### src/rtl/cpu_types_pkg.sv
// Shared CPU types: machine word, register index, stage-register FSM states and
// the packed payloads carried between pipeline stages.
package cpu_types_pkg;

  typedef logic [31:0] word_t;
  typedef logic [4:0]  regbits_t;

  typedef enum logic [1:0] {EMPTY, ONE, FULL} pipe_state_t;

  typedef struct packed {
    word_t instr;
    word_t pcNext;
  } ifid_t;

  typedef struct packed {
    word_t    rdat1;
    word_t    rdat2;
    word_t    imm;
    word_t    pcNext;
    regbits_t rd;
    logic     regWen;
    logic     memRen;
    logic     memWen;
  } idex_t;

  typedef struct packed {
    word_t    aluOut;
    word_t    storeData;
    regbits_t rd;
    logic     regWen;
    logic     memRen;
    logic     memWen;
  } exmem_t;

  typedef struct packed {
    word_t    result;
    regbits_t rd;
    logic     regWen;
  } memwb_t;

endpackage

### src/rtl/pipe_stage_reg.sv
// Generic pipeline stage register with valid/ready handshake, optional two-entry
// skid buffer (registered in_ready), synchronous flush and saturating stall counter.
module pipe_stage_reg
  import cpu_types_pkg::*;
#(
  parameter int DATA_W = 32,
  parameter int SKID   = 1,
  parameter int CNT_W  = 16
) (
  input  logic              CLK,
  input  logic              RST,
  input  logic              in_valid,
  output logic              in_ready,
  input  logic [DATA_W-1:0] in_data,
  output logic              out_valid,
  input  logic              out_ready,
  output logic [DATA_W-1:0] out_data,
  input  logic              flush,
  output logic [1:0]        occupancy,
  output logic [CNT_W-1:0]  stall_cnt
);

  logic             inFire;
  logic             outFire;
  logic [CNT_W-1:0] stallCnt;

  assign inFire  = in_valid & in_ready;
  assign outFire = out_valid & out_ready;

  generate
    if (SKID != 0) begin : gSkid
      pipe_state_t       state, stateNext;
      logic [DATA_W-1:0] mainD, mainDNext, skidD, skidDNext;
      logic              mainV, skidV;

      always_comb begin
        stateNext = state;
        mainDNext = mainD;
        skidDNext = skidD;
        unique case (state)
          EMPTY: begin
            if (inFire) begin
              mainDNext = in_data;
              stateNext = ONE;
            end
          end
          ONE: begin
            if (inFire && outFire) begin
              mainDNext = in_data;
            end else if (outFire) begin
              stateNext = EMPTY;
            end else if (inFire) begin
              skidDNext = in_data;
              stateNext = FULL;
            end
          end
          FULL: begin
            if (outFire) begin
              mainDNext = skidD;
              stateNext = ONE;
            end
          end
          default: stateNext = EMPTY;
        endcase
        // Flush leaves zero payloads behind so a bubble is always all-zero.
        if (flush) begin
          stateNext = EMPTY;
          mainDNext = '0;
          skidDNext = '0;
        end
      end

      // Valid bits are registered copies of the next state so in_ready comes straight off a flop.
      always_ff @(posedge CLK) begin
        if (RST) begin
          state <= EMPTY;
          mainD <= '0;
          skidD <= '0;
          mainV <= 1'b0;
          skidV <= 1'b0;
        end else begin
          state <= stateNext;
          mainD <= mainDNext;
          skidD <= skidDNext;
          mainV <= (stateNext != EMPTY);
          skidV <= (stateNext == FULL);
        end
      end

      assign in_ready  = ~skidV;
      assign out_valid = mainV;
      assign out_data  = mainD;
      assign occupancy = {skidV, mainV & ~skidV};
    end else begin : gSingle
      logic              mainV;
      logic [DATA_W-1:0] mainD;

      always_ff @(posedge CLK) begin
        if (RST) begin
          mainV <= 1'b0;
          mainD <= '0;
        end else if (flush) begin
          mainV <= 1'b0;
          mainD <= '0;
        end else if (inFire) begin
          mainV <= 1'b1;
          mainD <= in_data;
        end else if (outFire) begin
          mainV <= 1'b0;
        end
      end

      assign in_ready  = ~mainV | out_ready;
      assign out_valid = mainV;
      assign out_data  = mainD;
      assign occupancy = {1'b0, mainV};
    end
  endgenerate

  always_ff @(posedge CLK) begin
    if (RST) begin
      stallCnt <= '0;
    end else if (in_valid && !in_ready && (stallCnt != {CNT_W{1'b1}})) begin
      stallCnt <= stallCnt + CNT_W'(1);
    end
  end

  assign stall_cnt = stallCnt;

endmodule

### config.mk
export PLATFORM = sky130hd
export DESIGN_NAME = pipe_stage_reg
export DESIGN_NICKNAME = d
export VERILOG_FILES = /design/src/rtl/cpu_types_pkg.sv /design/src/rtl/pipe_stage_reg.sv
export SDC_FILE = /design/constraint.sdc
export NUM_CORES = 1
export LEC_CHECK = 0
export CAP_MARGIN = 20
export CORE_MARGIN = 4
export CORE_UTILIZATION = 25
export CTS_BUF_LIST = sky130_fd_sc_hd__clkbuf_4
export DETAILED_ROUTE_END_ITERATION = 7
export PLACE_DENSITY = 0.48
export SLEW_MARGIN = 0
export SYNTH_ARGS = -nofsm -noshare
export SYNTH_HDL_FRONTEND = slang
export SYNTH_SLANG_ARGS = --single-unit
### constraint.sdc
create_clock -name CLK -period 2.6 [get_ports CLK]
set_clock_uncertainty 0.15 [all_clocks]
set_input_delay 0.39 -clock CLK [delete_from_list [all_inputs] [get_ports CLK]]
set_output_delay 0.39 -clock CLK [all_outputs]
set_load 0.02 [all_outputs]
==> results.cfg, run 1 <==
[clocking]
cts-resized-gates = 0
cts-root-buf = clkbuf_4
postCtsSetupRepairBufs = 0
cts_buffers = 9
h-tree-depth = 3
clk_latency_ns = 0.41
cts_tree = yes
cts_num_sinks = 84
cts_hold_buf = 0
cts.clk_slew.worst_paths_ns = 0.12
clockBufferDepth = 2

[sta]
layout_min_cycle_time_ns = 2.12
tightest_slew_ns = 0.757
finalHoldViolations = 0
fin_tns_setup_ns = 0
rsz0062_at_grt = false
slew_headroom_pct = 49.5
timing.final.ws_setup_ns = 0.482
holdWs_ns = 0.312
max_freq_mhz = 472
post-route-period-util_pct = 81.4
slew_viol_final = 0
finalSetupViolCount = 0

[worst_setup_path]
r2r-end = stall_cnt[8]
arrival_ns = 1.58
worst-path-stages = 1
critical-path-slowest-cell = clkdlybuf4s50_1
rr_startpoint = stall_cnt[0]
critical_path.max_stage_delay_ns = 0.67
worstSetupEndpointType = output pin
crit_buf_inv = 1
reg2reg_depth = 5
cp.required_ns = 2.06
cp_cell_sequence = clkdlybuf4s50_1
cp_max_fo = 8
critPathLaunchType = flop
path_delay_family = buffers and inverters
worst-setup-path-type = flop to output pin
reg2reg_setup_slack_ns = 0.54

[placed_design]
placed_area_um2 = 4530
portBuffers = 88
place_ws_ns = 0.301
gp_congestion = 0.751
dp_hpwl_um = 6170

[pwr]
internal_power_mw = 1.67
p_switching_mw = 0.606
swShare_pct = 26.6
p_comb_share_pct = 13.5
power_frac_seq_pct = 58.8
vdd_drop_max_v = 0.000156
leakage_nw = 1.54
power_per_cell_area_nw_per_um2 = 492
clkPwrFrac_pct = 27.7

[cells_and_area]
drive_gt1_share_pct = 6.58
area_growth_pct = 34.7
n_fill_cell = 1417
nets = 551
design_area_um2 = 4630
seq_area_um2 = 1680
num_antenna_cells = 0
utilization_pct = 34.7
multi_input_area_um2 = 1600

[floorplanning]
start_util_pct = 25.8
die_w_um = 125
die-area_um2 = 15700
row_count = 42
core-area_um2 = 13300
num_io_pins = 89
die_h_um = 125

[yosys]
synth-main-ff-cell = dfxtp_1
yosys_warnings = 0
syn-num-nets = 474
async_reset_ff_share_pct = 0
synth-seq-cells = 84
synth_commonest_cells = nand2_1 (133), dfxtp_1 (84), a21oi_1 (44)
synth.distinct_cells = 36
synth_area_um2 = 3440
yosys-top-cells-area = dfxtp_1 (49%), nand2_1 (15%), a311oi_1 (8.4%)
seq_area_frac_synth_pct = 48.9
synth_most_common_cell = nand2_1
synth_edf_count = 0
synth.largest_area_cell = dfxtp_1
synth_top_area_share_pct = 48.9
synth_cells = 436
synth.avg_cell_area_um2 = 7.89

[detailed_routing]
top_layer = met4
drt-met1-wl_um = 4520
wl_per_cell_um = 13.5
wl_met3_um = 417
drc_errors = 0
dr_wl_met2_um = 4260
detail_route.iter0.violations = 164
vias = 3228
first_pass_iters = 4
viasPerCell = 4.66
ant_nets = 0
wirelength_um = 9380

[flow_run]
drv_cap = 0

[global_routing]
grt_max_degree = 63
antenna_found_initial = 0
grt_remaining_overflow = 0
grt_pass1_wl_um = 15600
grt_pass1_vias = 3096
groute.usage.overall_pct = 12.1

[hold_path]
hold_end = gSkid.skidD[17]
hold_start = gSkid.skidD[17]
whs_path_depth = 2
hold_class = flop to flop

[outcome]
outcome = finished, final reports clean
[worst max-delay path by stage]
stage	from	endpoint	slack, ns
after floorplan	stall_cnt[0]	stall_cnt[8]	0.59
after global placement	in_valid	stall_cnt[8]	0.32
after detailed placement	in_valid	stall_cnt[9]	0.30
after CTS	out_valid	occupancy[0]	0.44
after global routing	stall_cnt[0]	stall_cnt[8]	0.37
final	stall_cnt[12]	stall_cnt[12]	0.48
[power by group through the flow]
stage          registers (mW)  clock network [mW]  logic [mW]
5_1_grt                  1.34               0.720       0.339
2_1_floorplan            1.40                   0       0.123
3_3_place_gp             1.37                   0       0.310
6_report                 1.34               0.630       0.307
3_5_place_dp             1.37                   0       0.312
4_1_cts                  1.34               0.672       0.313
[flip-flops by register name (all words and copies together) (netlist names)]
signal       flops
out_data        32
gSkid.state      2
out_valid        1
gSkid.skidV      1
stall_cnt       16
gSkid.skidD     32
[metal layers]
| layer | up-vias | GRT usage, % |
|---|---|---|
| met4 | 0 | 5.17 |
| li1 | 1665 | - |
| met5 | - | 0 |
| met1 | 1477 | 15.7 |
| met2 | 74 | 19.4 |
| met3 | 12 | 2.77 |
[cell families after synthesis]
family	synth area share, %
compound gates	19.5
xor+xnor	0.255
simple gates	25.7
fa+ha+maj	0.364
flops	48.9
buf+inv	5.24
[cell usage in the layout (no fill, tap or decap), drive strengths merged, types with 2 or more instances in the layout]
cell / Yosys / layout
a211oi: 2 / 2
a21oi: 44 / 44
a311oi: 33 / 33
and3: 2 / 2
buf: 13 / 12
clkbuf: 21 / 11
clkdlybuf4s50: 0 / 88
clkinv: 0 / 4
dfxtp: 84 / 84
inv: 7 / 7
nand2: 133 / 133
nand3: 5 / 5
nand4: 5 / 5
nor2: 40 / 40
nor2b: 3 / 3
nor3: 3 / 3
nor4: 3 / 3
o21a: 3 / 3
o21ai: 4 / 4
o31ai: 6 / 6
or3: 8 / 8
or4: 4 / 4
[through the flow]
step                power (mW)  cells
floorplan                 1.52    436
global placement          1.68    678
detailed placement        1.68    678
CTS                       2.33    693
global route              2.40    693
finish                    2.28    693
[worst register-to-register path, cell delays in order, from the launching register on]
cell and delay, ns:
dfxtp_1 0.43, ha_1 0.21, nand3_1 0.21, or3_2 0.50, or3_1 0.35, a21oi_1 0.14
[cell type report]
| cell class | count | share of cell area, % |
|---|---|---|
| Multi-Input combinational cell | 311 | 34.4 |
| Tap cell | 176 | 4.75 |
| Clock buffer | 11 | 1.78 |
| Inverter | 7 | 0.567 |
| Sequential cell | 84 | 36.3 |
| Clock inverter | 4 | 0.378 |
| Timing Repair Buffer | 100 | 21.8 |
Power figures use the tool's default switching activity.
==> run 2, diff against run 1 <==
clock period = 2.2 ns   (was 2.6 ns; I/O delays follow)
==> results.cfg, run 2 (synthesis results as in run 1) <==
[detailed_routing]
first_pass_iters = 4
vias = 3261
ant_nets = 0
drc_errors = 0
viasPerCell = 4.63
wirelength_um = 9540
wl_per_cell_um = 13.6
detail_route.iter0.violations = 183

[worst_setup_path]
critical-path-slowest-cell = clkdlybuf4s50_1
critical_path.max_stage_delay_ns = 0.66
worst-setup-path-type = flop to output pin
cp.required_ns = 1.72
cp_max_fo = 8
arrival_ns = 1.60
critPathLaunchType = flop
reg2reg_depth = 5
crit_buf_inv = 1
path_delay_family = buffers and inverters
cp_cell_sequence = clkdlybuf4s50_1
worstSetupEndpointType = output pin
worst-path-stages = 1

[clocking]
h-tree-depth = 3
cts.clk_slew.worst_paths_ns = 0.13
cts-resized-gates = 0
cts-root-buf = clkbuf_4
cts_num_sinks = 84
cts_hold_buf = 0
clk_latency_ns = 0.44
clockBufferDepth = 2
cts_tree = yes
cts_buffers = 9
postCtsSetupRepairBufs = 0

[sta]
slew_headroom_pct = 57.2
finalSetupViolCount = 0
max_freq_mhz = 480
fin_tns_setup_ns = 0
timing.final.ws_setup_ns = 0.117
rsz0062_at_grt = false
finalHoldViolations = 0
layout_min_cycle_time_ns = 2.08
holdWs_ns = 0.297
tightest_slew_ns = 0.634
post-route-period-util_pct = 94.7
slew_viol_final = 0

[global_routing]
grt_pass1_wl_um = 15800
antenna_found_initial = 0
grt_max_degree = 43
grt_remaining_overflow = 0
groute.usage.overall_pct = 12.4
grt_pass1_vias = 3113

[cells_and_area]
final_common_cell = nand2_1
seq_area_um2 = 1680
fin_cells = 704
n_fill_cell = 1450
area_growth_pct = 37.3
multi_input_area_um2 = 1600
most-common-layout-cells = nand2_1 (133), clkdlybuf4s50_1 (87), dfxtp_1 (84), a21oi_1 (44), nor2_1 (40)
drive_gt1_share_pct = 8.54
nets = 560

[floorplanning]
start_util_pct = 25.8
die_h_um = 125
num_io_pins = 89
die-area_um2 = 15700
die_w_um = 125
row_count = 42
core-area_um2 = 13300

[placed_design]
placedCellCount = 687
place_ws_ns = -0.0123
dp_hpwl_um = 6580
gp_congestion = 0.718
portBuffers = 88

[flow_run]
drv_cap = 0

[outcome]
outcome = finished, final reports clean

[pwr]
vdd_drop_max_v = 0.000179
leakage_nw = 1.60
power_per_cell_area_nw_per_um2 = 576

[hold_path]
hold_class = primary input to flop
whs_path_depth = 3
==> run 2: area by class of cell <==
type / count / area share [%]
timing repair buffer: 109 / 23.1
tap: 176 / 4.66
sequential: 84 / 35.6
clock buffer: 10 / 1.59
clock inverter: 6 / 0.662
multi-input combinational: 311 / 33.8
antenna: 1 / 0.0530
inverter: 7 / 0.556
==> run 2: worst paths after layout <==
| path | slack (ns) | to | startpoint |
|---|---|---|---|
| worst min-delay path | 0.30 | gSkid.skidD[7] | in_data[7] |
| worst max-delay path | 0.12 | stall_cnt[12] | stall_cnt[12] |
| worst max register to register | 0.26 | stall_cnt[8] | stall_cnt[0] |
| worst min register to register | 0.31 | gSkid.skidD[21] | gSkid.skidD[21] |
==> run 2: power breakdown <==
part | internal [mW] | leakage [nW] | switching, mW
Sequential | 1.56 | 0.681 | 0.0227
Clock | 0.234 | 0.0634 | 0.534
Combinational | 0.178 | 0.858 | 0.192
Total | 1.97 | 1.60 | 0.749
==> run 2: per-stage QoR <==
| stage | power, mW | instance area [um^2] | utilization, % |
|---|---|---|---|
| 2_1_floorplan | 1.80 | 3440 | - |
| 3_3_place_gp | 1.99 | 4610 | 34.6 |
| 3_5_place_dp | 1.99 | 4610 | 34.6 |
| 4_1_cts | 2.78 | 4720 | 35.3 |
| 5_1_grt | 2.88 | 4720 | 35.4 |
| 6_report | 2.72 | 4720 | 35.4 |
==> run 2: metal layers <==
metal / share of wire [%] / track usage (%) / vias to the layer above
met5: 0 / 0 / -
met4: 1.9 / 5.55 / 0
met3: 3.5 / 3.20 / 13
met1: 49 / 16.4 / 1505
li1: - / - / 1685
met2: 46 / 19.0 / 58
